File: src/rtl/hilo_regfile_pkg.sv
// -----------------------------------------------------------------------------
// hilo_regfile_pkg
// Shared CPU definitions for the HI/LO register file and the ID-stage HILO
// forwarding logic: write-mode encodings, divider FSM states, iteration count
// and a small two's-complement helper.
// -----------------------------------------------------------------------------
package hilo_regfile_pkg;

    // WB-stage HI/LO write mode (hilo_mode_wb)
    typedef enum logic [1:0] {
        HILO_NONE = 2'b00,  // no write
        HILO_LO   = 2'b01,  // LO <= rdata1_wb
        HILO_HI   = 2'b10,  // HI <= rdata1_wb
        HILO_BOTH = 2'b11   // {HI,LO} <= {alu_r2_wb, alu_r1_wb}
    } hilo_mode_e;

    // Iterative divider state
    typedef enum logic {
        DIV_IDLE = 1'b0,
        DIV_RUN  = 1'b1
    } div_state_e;

    localparam int unsigned DIV_ITERS     = 32;
    localparam logic [4:0]  DIV_LAST_ITER = 5'(DIV_ITERS - 1);

    // Conditionally negate a 32-bit two's-complement value.
    function automatic logic [31:0] neg_if(input logic [31:0] v, input logic neg);
        return neg ? (~v + 32'd1) : v;
    endfunction

endpackage

File: src/rtl/hilo_regfile_div.sv
// -----------------------------------------------------------------------------
// div_iter
// Restoring radix-2 divider, one quotient bit per cycle, 32 cycles per divide.
// Signed divides run on magnitudes and are sign-corrected at the end.
//
// Ports
//   clk, rst           clock, asynchronous active-high reset
//   start              launch a divide (accepted only when idle)
//   is_signed          1 = DIV, 0 = DIVU (sampled with start)
//   a, b               dividend / divisor (sampled with start)
//   cancel             abort an in-flight divide; beats start when idle
//   busy               divide in progress (registered state)
//   done               high during the final iteration cycle; the result is
//                      written by the parent on the edge that ends it
//   quotient/remainder final, sign-corrected result, valid while done=1
// -----------------------------------------------------------------------------
module div_iter
    import hilo_regfile_pkg::*;
(
    input  logic        clk,
    input  logic        rst,
    input  logic        start,
    input  logic        is_signed,
    input  logic [31:0] a,
    input  logic [31:0] b,
    input  logic        cancel,
    output logic        busy,
    output logic        done,
    output logic [31:0] quotient,
    output logic [31:0] remainder
);

    div_state_e  state_q,     state_d;
    logic [4:0]  count_q,     count_d;
    logic [31:0] quot_q,      quot_d;      // dividend shifts out, quotient shifts in
    logic [31:0] rem_q,       rem_d;       // partial remainder (always < divisor)
    logic [31:0] dvsr_q,      dvsr_d;      // divisor magnitude
    logic        neg_quot_q,  neg_quot_d;
    logic        neg_rem_q,   neg_rem_d;
    logic        div_zero_q,  div_zero_d;

    logic [32:0] shifted;
    logic [32:0] trial;
    logic        q_bit;
    logic [31:0] rem_step;
    logic [31:0] quot_step;

    // NOTE: every signal written here gets a default first so no path leaves
    // it unassigned; otherwise synthesis infers a latch.
    always_comb begin
        // One iteration: shift in the next dividend bit, trial-subtract the
        // divisor. Because rem_q < divisor, bit 32 of the 33-bit difference is
        // set exactly when the subtraction would go negative.
        shifted   = {rem_q, quot_q[31]};
        trial     = shifted - {1'b0, dvsr_q};
        q_bit     = ~trial[32];
        rem_step  = q_bit ? trial[31:0] : shifted[31:0];
        quot_step = {quot_q[30:0], q_bit};

        state_d    = state_q;
        count_d    = count_q;
        quot_d     = quot_q;
        rem_d      = rem_q;
        dvsr_d     = dvsr_q;
        neg_quot_d = neg_quot_q;
        neg_rem_d  = neg_rem_q;
        div_zero_d = div_zero_q;
        done       = 1'b0;

        case (state_q)
            DIV_IDLE: begin
                if (start && !cancel) begin
                    state_d    = DIV_RUN;
                    count_d    = 5'd0;
                    rem_d      = 32'd0;
                    quot_d     = neg_if(a, is_signed & a[31]);
                    dvsr_d     = neg_if(b, is_signed & b[31]);
                    neg_quot_d = is_signed & (a[31] ^ b[31]);
                    neg_rem_d  = is_signed & a[31];
                    div_zero_d = (b == 32'd0);
                end
            end
            DIV_RUN: begin
                if (cancel) begin
                    state_d = DIV_IDLE;
                    count_d = 5'd0;
                end else begin
                    rem_d   = rem_step;
                    quot_d  = quot_step;
                    count_d = count_q + 5'd1;
                    if (count_q == DIV_LAST_ITER) begin
                        state_d = DIV_IDLE;
                        count_d = 5'd0;
                        done    = 1'b1;
                    end
                end
            end
        endcase

        // Divide-by-zero yields an all-ones quotient whatever the signedness.
        // The remainder path already returns div_a in that case: the magnitude
        // passes through untouched and gets div_a's sign back.
        quotient  = div_zero_q ? 32'hFFFF_FFFF : neg_if(quot_step, neg_quot_q);
        remainder = neg_if(rem_step, neg_rem_q);
    end

    // NOTE: state registers use non-blocking assignments so every flop samples
    // the pre-edge values of the others, whatever the statement order.
    // NOTE: all state, operand and partial registers are reset, so an
    // in-flight divide is abandoned cleanly on rst.
    always_ff @(posedge clk or posedge rst) begin
        if (rst) begin
            state_q    <= DIV_IDLE;
            count_q    <= 5'd0;
            quot_q     <= 32'd0;
            rem_q      <= 32'd0;
            dvsr_q     <= 32'd0;
            neg_quot_q <= 1'b0;
            neg_rem_q  <= 1'b0;
            div_zero_q <= 1'b0;
        end else begin
            state_q    <= state_d;
            count_q    <= count_d;
            quot_q     <= quot_d;
            rem_q      <= rem_d;
            dvsr_q     <= dvsr_d;
            neg_quot_q <= neg_quot_d;
            neg_rem_q  <= neg_rem_d;
            div_zero_q <= div_zero_d;
        end
    end

    assign busy = (state_q == DIV_RUN);

endmodule

File: src/rtl/hilo_regfile.sv
// -----------------------------------------------------------------------------
// hilo_regfile
// Architectural HI/LO register pair with WB-stage writes and an attached
// 32-cycle iterative divider that writes its result into HI/LO.
//
// Ports
//   clk, rst         clock, asynchronous active-high reset
//   hilo_mode_wb     WB write mode (see hilo_mode_e)
//   rdata1_wb        data for single-half writes
//   alu_r1_wb        LO data for a both-halves write
//   alu_r2_wb        HI data for a both-halves write
//   div_start        launch a divide (ignored while busy)
//   div_signed       1 = DIV, 0 = DIVU
//   div_a, div_b     dividend, divisor
//   div_cancel       exception flush; aborts an in-flight divide
//   div_busy         divide in progress; the pipeline stalls on it
//   div_done         one-cycle pulse after the divide result is written
//   hilo             registered {HI,LO}, feeds ID-stage forwarding
// -----------------------------------------------------------------------------
module hilo_regfile
    import hilo_regfile_pkg::*;
(
    input  logic        clk,
    input  logic        rst,
    input  logic [1:0]  hilo_mode_wb,
    input  logic [31:0] rdata1_wb,
    input  logic [31:0] alu_r1_wb,
    input  logic [31:0] alu_r2_wb,
    input  logic        div_start,
    input  logic        div_signed,
    input  logic [31:0] div_a,
    input  logic [31:0] div_b,
    input  logic        div_cancel,
    output logic        div_busy,
    output logic        div_done,
    output logic [63:0] hilo
);

    logic [63:0] hilo_q,     hilo_d;
    logic        div_done_q, div_done_d;

    logic        div_wr;
    logic [31:0] div_quot;
    logic [31:0] div_rem;

    div_iter u_div_iter (
        .clk       (clk),
        .rst       (rst),
        .start     (div_start),
        .is_signed (div_signed),
        .a         (div_a),
        .b         (div_b),
        .cancel    (div_cancel),
        .busy      (div_busy),
        .done      (div_wr),
        .quotient  (div_quot),
        .remainder (div_rem)
    );

    always_comb begin
        hilo_d = hilo_q;
        case (hilo_mode_e'(hilo_mode_wb))
            HILO_LO:   hilo_d[31:0]  = rdata1_wb;
            HILO_HI:   hilo_d[63:32] = rdata1_wb;
            HILO_BOTH: hilo_d        = {alu_r2_wb, alu_r1_wb};
            default:   ;
        endcase
        // A completing divide overrides any same-edge WB write, both halves.
        if (div_wr) begin
            hilo_d = {div_rem, div_quot};
        end
        div_done_d = div_wr;
    end

    always_ff @(posedge clk or posedge rst) begin
        if (rst) begin
            hilo_q     <= 64'd0;
            div_done_q <= 1'b0;
        end else begin
            hilo_q     <= hilo_d;
            div_done_q <= div_done_d;
        end
    end

    assign hilo     = hilo_q;
    assign div_done = div_done_q;

endmodule

File: config.mk
export PLATFORM = sky130hd
export DESIGN_NAME = hilo_regfile
export DESIGN_NICKNAME = d
export VERILOG_FILES = /design/src/rtl/hilo_regfile_pkg.sv /design/src/rtl/hilo_regfile_div.sv /design/src/rtl/hilo_regfile.sv
export SDC_FILE = /design/constraint.sdc
export NUM_CORES = 1
export LEC_CHECK = 0
export CAP_MARGIN = 20
export CORE_ASPECT_RATIO = 1.4
export CORE_UTILIZATION = 55
export CTS_CLUSTER_SIZE = 30
export DETAILED_ROUTE_END_ITERATION = 8
export GPL_TIMING_DRIVEN = 0
export PLACE_DENSITY = 0.83
export SYNTH_ARGS = -nofsm -noshare
export SYNTH_HDL_FRONTEND = slang
export SYNTH_HIERARCHICAL = 1
export SYNTH_SLANG_ARGS = --single-unit
File: constraint.sdc
create_clock -name clk -period 6.15 [get_ports clk]
set_input_delay 0.9225 -clock clk [delete_from_list [all_inputs] [get_ports clk]]
set_output_delay 0.9225 -clock clk [all_outputs]
set_load 0.05 [all_outputs]
# Yosys cells after proc, flatten, opt, wreduce, memory -nomap -nowiden
# Index checks and enable logic that the tools add are counted.
[op_classes]
add_sub_neg = 6
n_eq_ne = 6
mux = 26
n_bitwise = 10
reduce_logical = 7
[ops]
columns = ["cell", "n"]
rows = [
  ["32-bit two-way mux", 10],
  ["32-bit one-hot mux with 2 select lines", 4],
  ["32-bit by 1-bit adder with 32-bit output, second input constant", 4],
  ["32-bit inverter", 4],
  ["64-bit two-way mux", 1],
  ["33-bit by 32-bit subtractor with 33-bit output", 1],
  ["32-bit logical NOT", 1],
  ["5-bit two-way mux", 3],
  ["5-bit one-hot mux with 2 select lines", 1],
  ["1-bit two-way mux", 6],
  ["3-bit nonzero test", 2],
  ["5-bit by 1-bit adder with 5-bit output, second input constant", 1],
  ["5-bit == test, second input constant", 1],
  ["2-bit == test, second input constant", 2],
  ["2-bit AND reduction", 2],
  ["1-bit AND", 3],
  ["2-bit by 1-bit == test with 1-bit output, second input constant", 1],
  ["2-bit by 1-bit != test with 1-bit output, second input constant", 1],
  ["2-bit != test, second input constant", 1],
  ["1-bit inverter", 2],
  ["1-bit one-hot mux with 2 select lines", 1],
  ["1-bit logical AND", 1],
  ["1-bit logical NOT", 1],
  ["1-bit bitwise XOR", 1],
]
[word_totals]
reg_bits = 170
in_bits = 167

# Depth between registers and ports, before layout
[depth]
ltp_word = 7
mapped_depth = 25
depth_no_buf = 22

# Cells and area by module
# Netlist, hierarchy kept.
[modules_own_cells]
columns = ["module", "instances", "cells_per_inst", "area_each_um2", "seq_area_each_um2"]
rows = [
  ["div_iter", 1, 1283, 9724.3, 2627.5],
  ["hilo_regfile", 1, 360, 3746.1, 1626.6],
]

# Least setup slack after synthesis
# No wires, ideal clock.
[synth_path]
kind = "register to register"
startpoint = "register u_div_iter.quot_q[31]"
endpoint = "register hilo_q[28] (netlist: hilo[28])"
setup_time_ns = 0.142
arrival_ns = 4.783
required_time_ns = 6.008
setup_slack_ns = 1.225
path_stages_with_launch = 24
period_less_slack_ns = 4.925
path_cell_list = "dfrtp_1 inv_1 ha_1 fa_1 nand2b_1 a211oi_2 o21a_1 o31a_1 o21a_1 buf_6 nor2_8 inv_4 buf_2 buf_1 ha_1 nand3b_1 or2_2 nand2b_1 or3_1 o31ai_1 xor2_1 nand2_1 a22oi_1 o21ai_0"
[synth_between]
elab_chain_cells = 7
[synth_lines]
columns = ["item", "line_no", "rtl"]
rows = [
  ["start, declared", "hilo_regfile_div.sv:35", "logic [31:0] quot_q, quot_d;"],
  ["start signal, assigned", "hilo_regfile_div.sv:124", "quot_q <= quot_d;"],
  ["33-bit by 32-bit subtractor with 33-bit output", "hilo_regfile_div.sv:55", "trial = shifted - {1'b0, dvsr_q};"],
  ["1-bit inverter", "hilo_regfile_div.sv:56", "q_bit = ~trial[32];"],
  ["32-bit inverter", "hilo_regfile_pkg.sv:28", "return neg ? (~v + 32'd1) : v;"],
  ["32-bit by 1-bit adder with 32-bit output", "hilo_regfile_pkg.sv:28", ""],
  ["32-bit two-way mux", "hilo_regfile_pkg.sv:28", ""],
  ["32-bit two-way mux", "hilo_regfile_div.sv:103", "quotient = div_zero_q ? 32'hFFFF_FFFF : neg_if(quot_step, neg_quot_q);"],
  ["named net div_quot[28]", "hilo_regfile.sv:43", "logic [31:0] div_quot;"],
  ["64-bit two-way mux", "hilo_regfile.sv:69", "if (div_wr) begin"],
  ["end signal, assigned", "hilo_regfile.sv:80", "hilo_q <= hilo_d;"],
  ["end, declared", "hilo_regfile.sv:39", "logic [63:0] hilo_q, hilo_d;"],
]
# The timed path passes the listed nets, and every way through them passes these cells.
# A chain may end at the register's enable or synchronous reset.

# Worst setup path in the final report
[layout_path]
startpoint = "register u_div_iter.quot_q[31]"
endpoint = "register hilo_q[62] (netlist: hilo[62])"
[layout_between]
elab_chain_cells = 6
[layout_lines]
columns = ["item", "line_no", "rtl"]
rows = [
  ["33-bit by 32-bit subtractor with 33-bit output", "hilo_regfile_div.sv:55", ""],
  ["32-bit two-way mux (*)", "hilo_regfile_div.sv:57", "rem_step = q_bit ? trial[31:0] : shifted[31:0];"],
  ["32-bit inverter", "hilo_regfile_pkg.sv:28", ""],
  ["32-bit by 1-bit adder with 32-bit output", "hilo_regfile_pkg.sv:28", ""],
  ["32-bit two-way mux (*)", "hilo_regfile_pkg.sv:28", ""],
  ["named net div_rem[30]", "hilo_regfile.sv:44", "logic [31:0] div_rem;"],
  ["64-bit two-way mux (*)", "hilo_regfile.sv:69", ""],
]
# The timed path passes the listed nets; every way through them passes the cells marked *.

==> results.toml <==
[outcome]
status = "finished, final reports clean"

[place]
detailed_place.area_sq_um = 16200
dp_hpwl_mm = 38.4
gp_congestion = 1.00
numPortBuffers = 230

[setup_path]
r2r_slack_ns = 0.13
cp_slowest_cell = "o41ai_4"
r2r_cells = 24
crit_fanout = 10
crit_start = "u_div_iter/quot_q[31]"
worstPathCellList = "inv_1 > ha_1 > fa_1 > nand2b_1 > a211oi_4 > o21a_2 > o31a_1 > o21a_1 > buf_6 > nor2_8 > inv_4 > clkbuf_4 > clkbuf_4 > nor2_1 > a21oi_2 > ha_2 > nand2_1 > nor3_1 > nand4_1 > o41ai_4 > nand3_1 > o41ai_2 > xnor2_1 > a21o_1"
r2r_end = "hilo[62]"
path_class = "flip-flop to flip-flop"
crit_top_cell = "clkbuf_4"
crit_path_end_kind = "flip-flop"
critPathBufInv = 5
slowest_delay_ns = 0.56
worst-path-stages = 24
critPathLaunchType = "flip-flop"
cp_data_required_time_ns = 6.48
worstPathArrival_ns = 6.35
regToRegStartpoint = "u_div_iter/quot_q[31]"
cp_top_family = "compound AO/OA/AOI/OAI gates"
endpoint = "hilo[62]"

[route]
drc = 0
vias = 14100
avgRoutedWirePerCell_um = 22.0
ant_nets = 0
drt_iter0_drc = 1103
wl_mm = 48.8
first_pass_iters = 5
vias_per_cell = 6.33

[synth]
synth_area_leader_cell = "dfrtp_1"
synth_area_per_cell_sq_um = 8.20
synth_area_sq_um = 13500
netlist.area_leader.share_pct = 31.6
synthDistinctLibCells = 83
seq_area_frac_synth_pct = 31.6
netlist_instances = 1643
synth_common_cells = "198 x nand2_1, 171 x o21ai_0, 170 x dfrtp_1"
synthArstFlopShare_pct = 100
synth-seq-cells = 170
synth_area_leaders = "dfrtp_1 32%, o21ai_0 6.4%, nand2_1 5.5%, xor2_1 5.4%, mux2i_1 4.9%"
ys_warn_count = 6
synth_enable_flop_cells = 0
synth-main-ff-cell = "dfrtp_1"
synth_fp_nets = 1849
yosysMostFrequentCell = "nand2_1"

[global_route]
first_global_vias = 13900
grt_start_max_net_pins = 66
antenna_found_initial = 0
grt_overflow = 0
grt_usage_pct = 39.2
grt_first_pass_wirelength_mm = 75.2

[power_and_ir_drop]
cellLeakagePower_nw = 7.21
power.total_mw = 7.95
powerDensity_nw_per_um2 = 472
ir_worst_vdd_mv = 0.299

[timing]
setup_viol = 0
rsz0062_at_grt = "no"
finalCritPeriodShare_pct = 97.9
slew_headroom_pct = 40.9
final_hold_viol_count = 0
slew_viol_final = 0
fmax_ghz = 0.166
finalClockSkew_ns = 0.0126
fin_crit_ns = 6.02
tightest_slew_ns = 0.887

[floorplan]
die_h_um = 187
coreArea_sq_um = 24000
rows = 67
io_pins = 233
die_w_um = 134
dieArea_sq_um = 25100
start_util_pct = 56.2

[clocking]
cts.clk_slew.worst_paths_ns = 0.07
cts.sinks = 170
htree_levels = 4
cts_buffers = 17
tritoncts = "built"
clkLatencyLatePin_ns = 0.45
cts.path.max_buffers = 2
cts-root-buf = "clkbuf_16"

[cells_and_area]
final_util_pct = 70.2
syn2layout_area_growth_pct = 25.0
diodes = 0
layout.nets = 2103
fillers = 1993
finalInstanceArea_sq_um = 16800
drive_above_1_share_pct = 7.02

[min_path]
hp-start = "u_div_iter/dvsr_q[6]"
hold_depth = 2
hp-class = "flip-flop to flip-flop"

[flow_run]
cap_viol_max_count = 0
==> cell type report <==
| class | instances | area, sq um | share of cell area (%) |
|---|---|---|---|
| buffer | 105 | 586 | 3.48 |
| clock buffer | 18 | 429 | 2.55 |
| clock inverter | 14 | 141 | 0.840 |
| inverter | 59 | 229 | 1.36 |
| multi-input combinational | 1309 | 8450 | 50.2 |
| sequential | 170 | 4250 | 25.3 |
| tap | 310 | 388 | 2.30 |
| timing repair buffer | 235 | 2360 | 14.0 |
==> placed cells by master (no fill, tap or decap), types with 6 or more instances in the layout <==
cell type        instances
a211oi_1                48
a21o_1                  48
a21oi_1                116
a22o_1                   8
a22oi_1                  6
a22oi_2                 20
a31oi_1                 13
and2_1                  11
and3_1                  10
buf_1                    6
buf_2                   18
buf_4                    6
buf_6                   14
clkbuf_1                61
clkbuf_16               17
clkdlybuf4s50_1        230
dfrtp_1                170
ha_1                    37
inv_1                   55
mux2i_1                 66
nand2_1                198
nand2b_1                13
nand3_1                 20
nand4_1                 11
nor2_1                 130
nor2b_1                 30
nor3_1                  28
nor4_1                  15
o21a_1                   6
o21ai_0                171
o21ai_1                 22
o31ai_1                 21
o41ai_1                 11
or3_1                   15
or4_1                    9
xnor2_1                 52
xor2_1                  83
==> where the power goes <==
part           switching (mW)  internal, mW  leakage, nW  total, mW
Sequential              0.301          1.35         2.11       1.65
Clock                   0.505         0.567        0.266       1.07
Combinational            3.33          1.89         4.83       5.23
Total                    4.14          3.81         7.21       7.95
==> metal layers <==
metal | GRT usage (%) | routed length [um]
met5 | 0 | 0
met4 | 26.3 | 3440
met3 | 6.10 | 2870
met2 | 69.6 | 24800
met1 | 42.4 | 17700
==> state kept, by name, indices dropped and copies added, names as in the netlist <==
register	flops
div_done	1
hilo	64
u_div_iter/busy	1
u_div_iter/count_q	5
u_div_iter/div_zero_q	1
u_div_iter/dvsr_q	32
u_div_iter/neg_quot_q	1
u_div_iter/neg_rem_q	1
u_div_iter/quot_q	32
u_div_iter/rem_q	32
==> worst reg2reg max path, stage by stage (launching register included) <==
cell and delay, ns:
dfrtp_1 0.43, inv_1 0.07, ha_1 0.24, fa_1 0.40
nand2b_1 0.23, a211oi_4 0.33, o21a_2 0.25, o31a_1 0.25
o21a_1 0.16, buf_6 0.19, nor2_8 0.09, inv_4 0.18
clkbuf_4 0.30, clkbuf_4 0.30, nor2_1 0.08, a21oi_2 0.20
ha_2 0.27, nand2_1 0.06, nor3_1 0.23, nand4_1 0.29
o41ai_4 0.56, nand3_1 0.21, o41ai_2 0.29, xnor2_1 0.15
a21o_1 0.17
==> what timing repair did <==
item / in CTS / in global routing
resized for setup: 4 / 7
pin swaps: 0 / 3
buffers inserted: 0 / 4
hold buffers: 0 / 0
setup endpoints to repair: 8 / 7
gates cloned: 0 / 0
==> cells by family (layout without fill, tap and decap cells) <==
| group | after synthesis | count (layout) | synth area share (%) |
|---|---|---|---|
| compound gates | 545 | 545 | 26.5 |
| simple gates | 520 | 520 | 18.3 |
| flops | 170 | 170 | 31.6 |
| buf+inv | 164 | 431 | 5.95 |
| xor+xnor | 135 | 135 | 8.78 |
| mux | 70 | 70 | 5.24 |
| fa+ha+maj | 39 | 39 | 3.68 |
==> metrics by stage <==
| stage | worst slack (ns) | cells | hold slack [ns] | setup TNS, ns |
|---|---|---|---|---|
| CTS | -0.00772 | 2216 | 0.490 | -0.00772 |
| detailed placement | -0.324 | 2184 | 0.475 | -1.27 |
| floorplan | 1.22 | 1643 | 0.443 | 0 |
| global placement | -0.270 | 2183 | 0.469 | -1.01 |
| global route | 0.00319 | 2220 | 0.513 | 0 |
| finish | 0.130 | 2220 | 0.488 | 0 |
==> how the worst min path moves through the flow <==
stage	end	slack (ns)
6_report	u_div_iter/dvsr_q[6]	0.49
5_1_grt	u_div_iter/dvsr_q[18]	0.51
4_1_cts	u_div_iter/dvsr_q[2]	0.49
3_5_place_dp	u_div_iter/dvsr_q[6]	0.48
3_3_place_gp	u_div_iter/dvsr_q[13]	0.47
2_1_floorplan	u_div_iter/div_zero_q	0.44
Note: power is estimated with default switching activity, not from simulation.
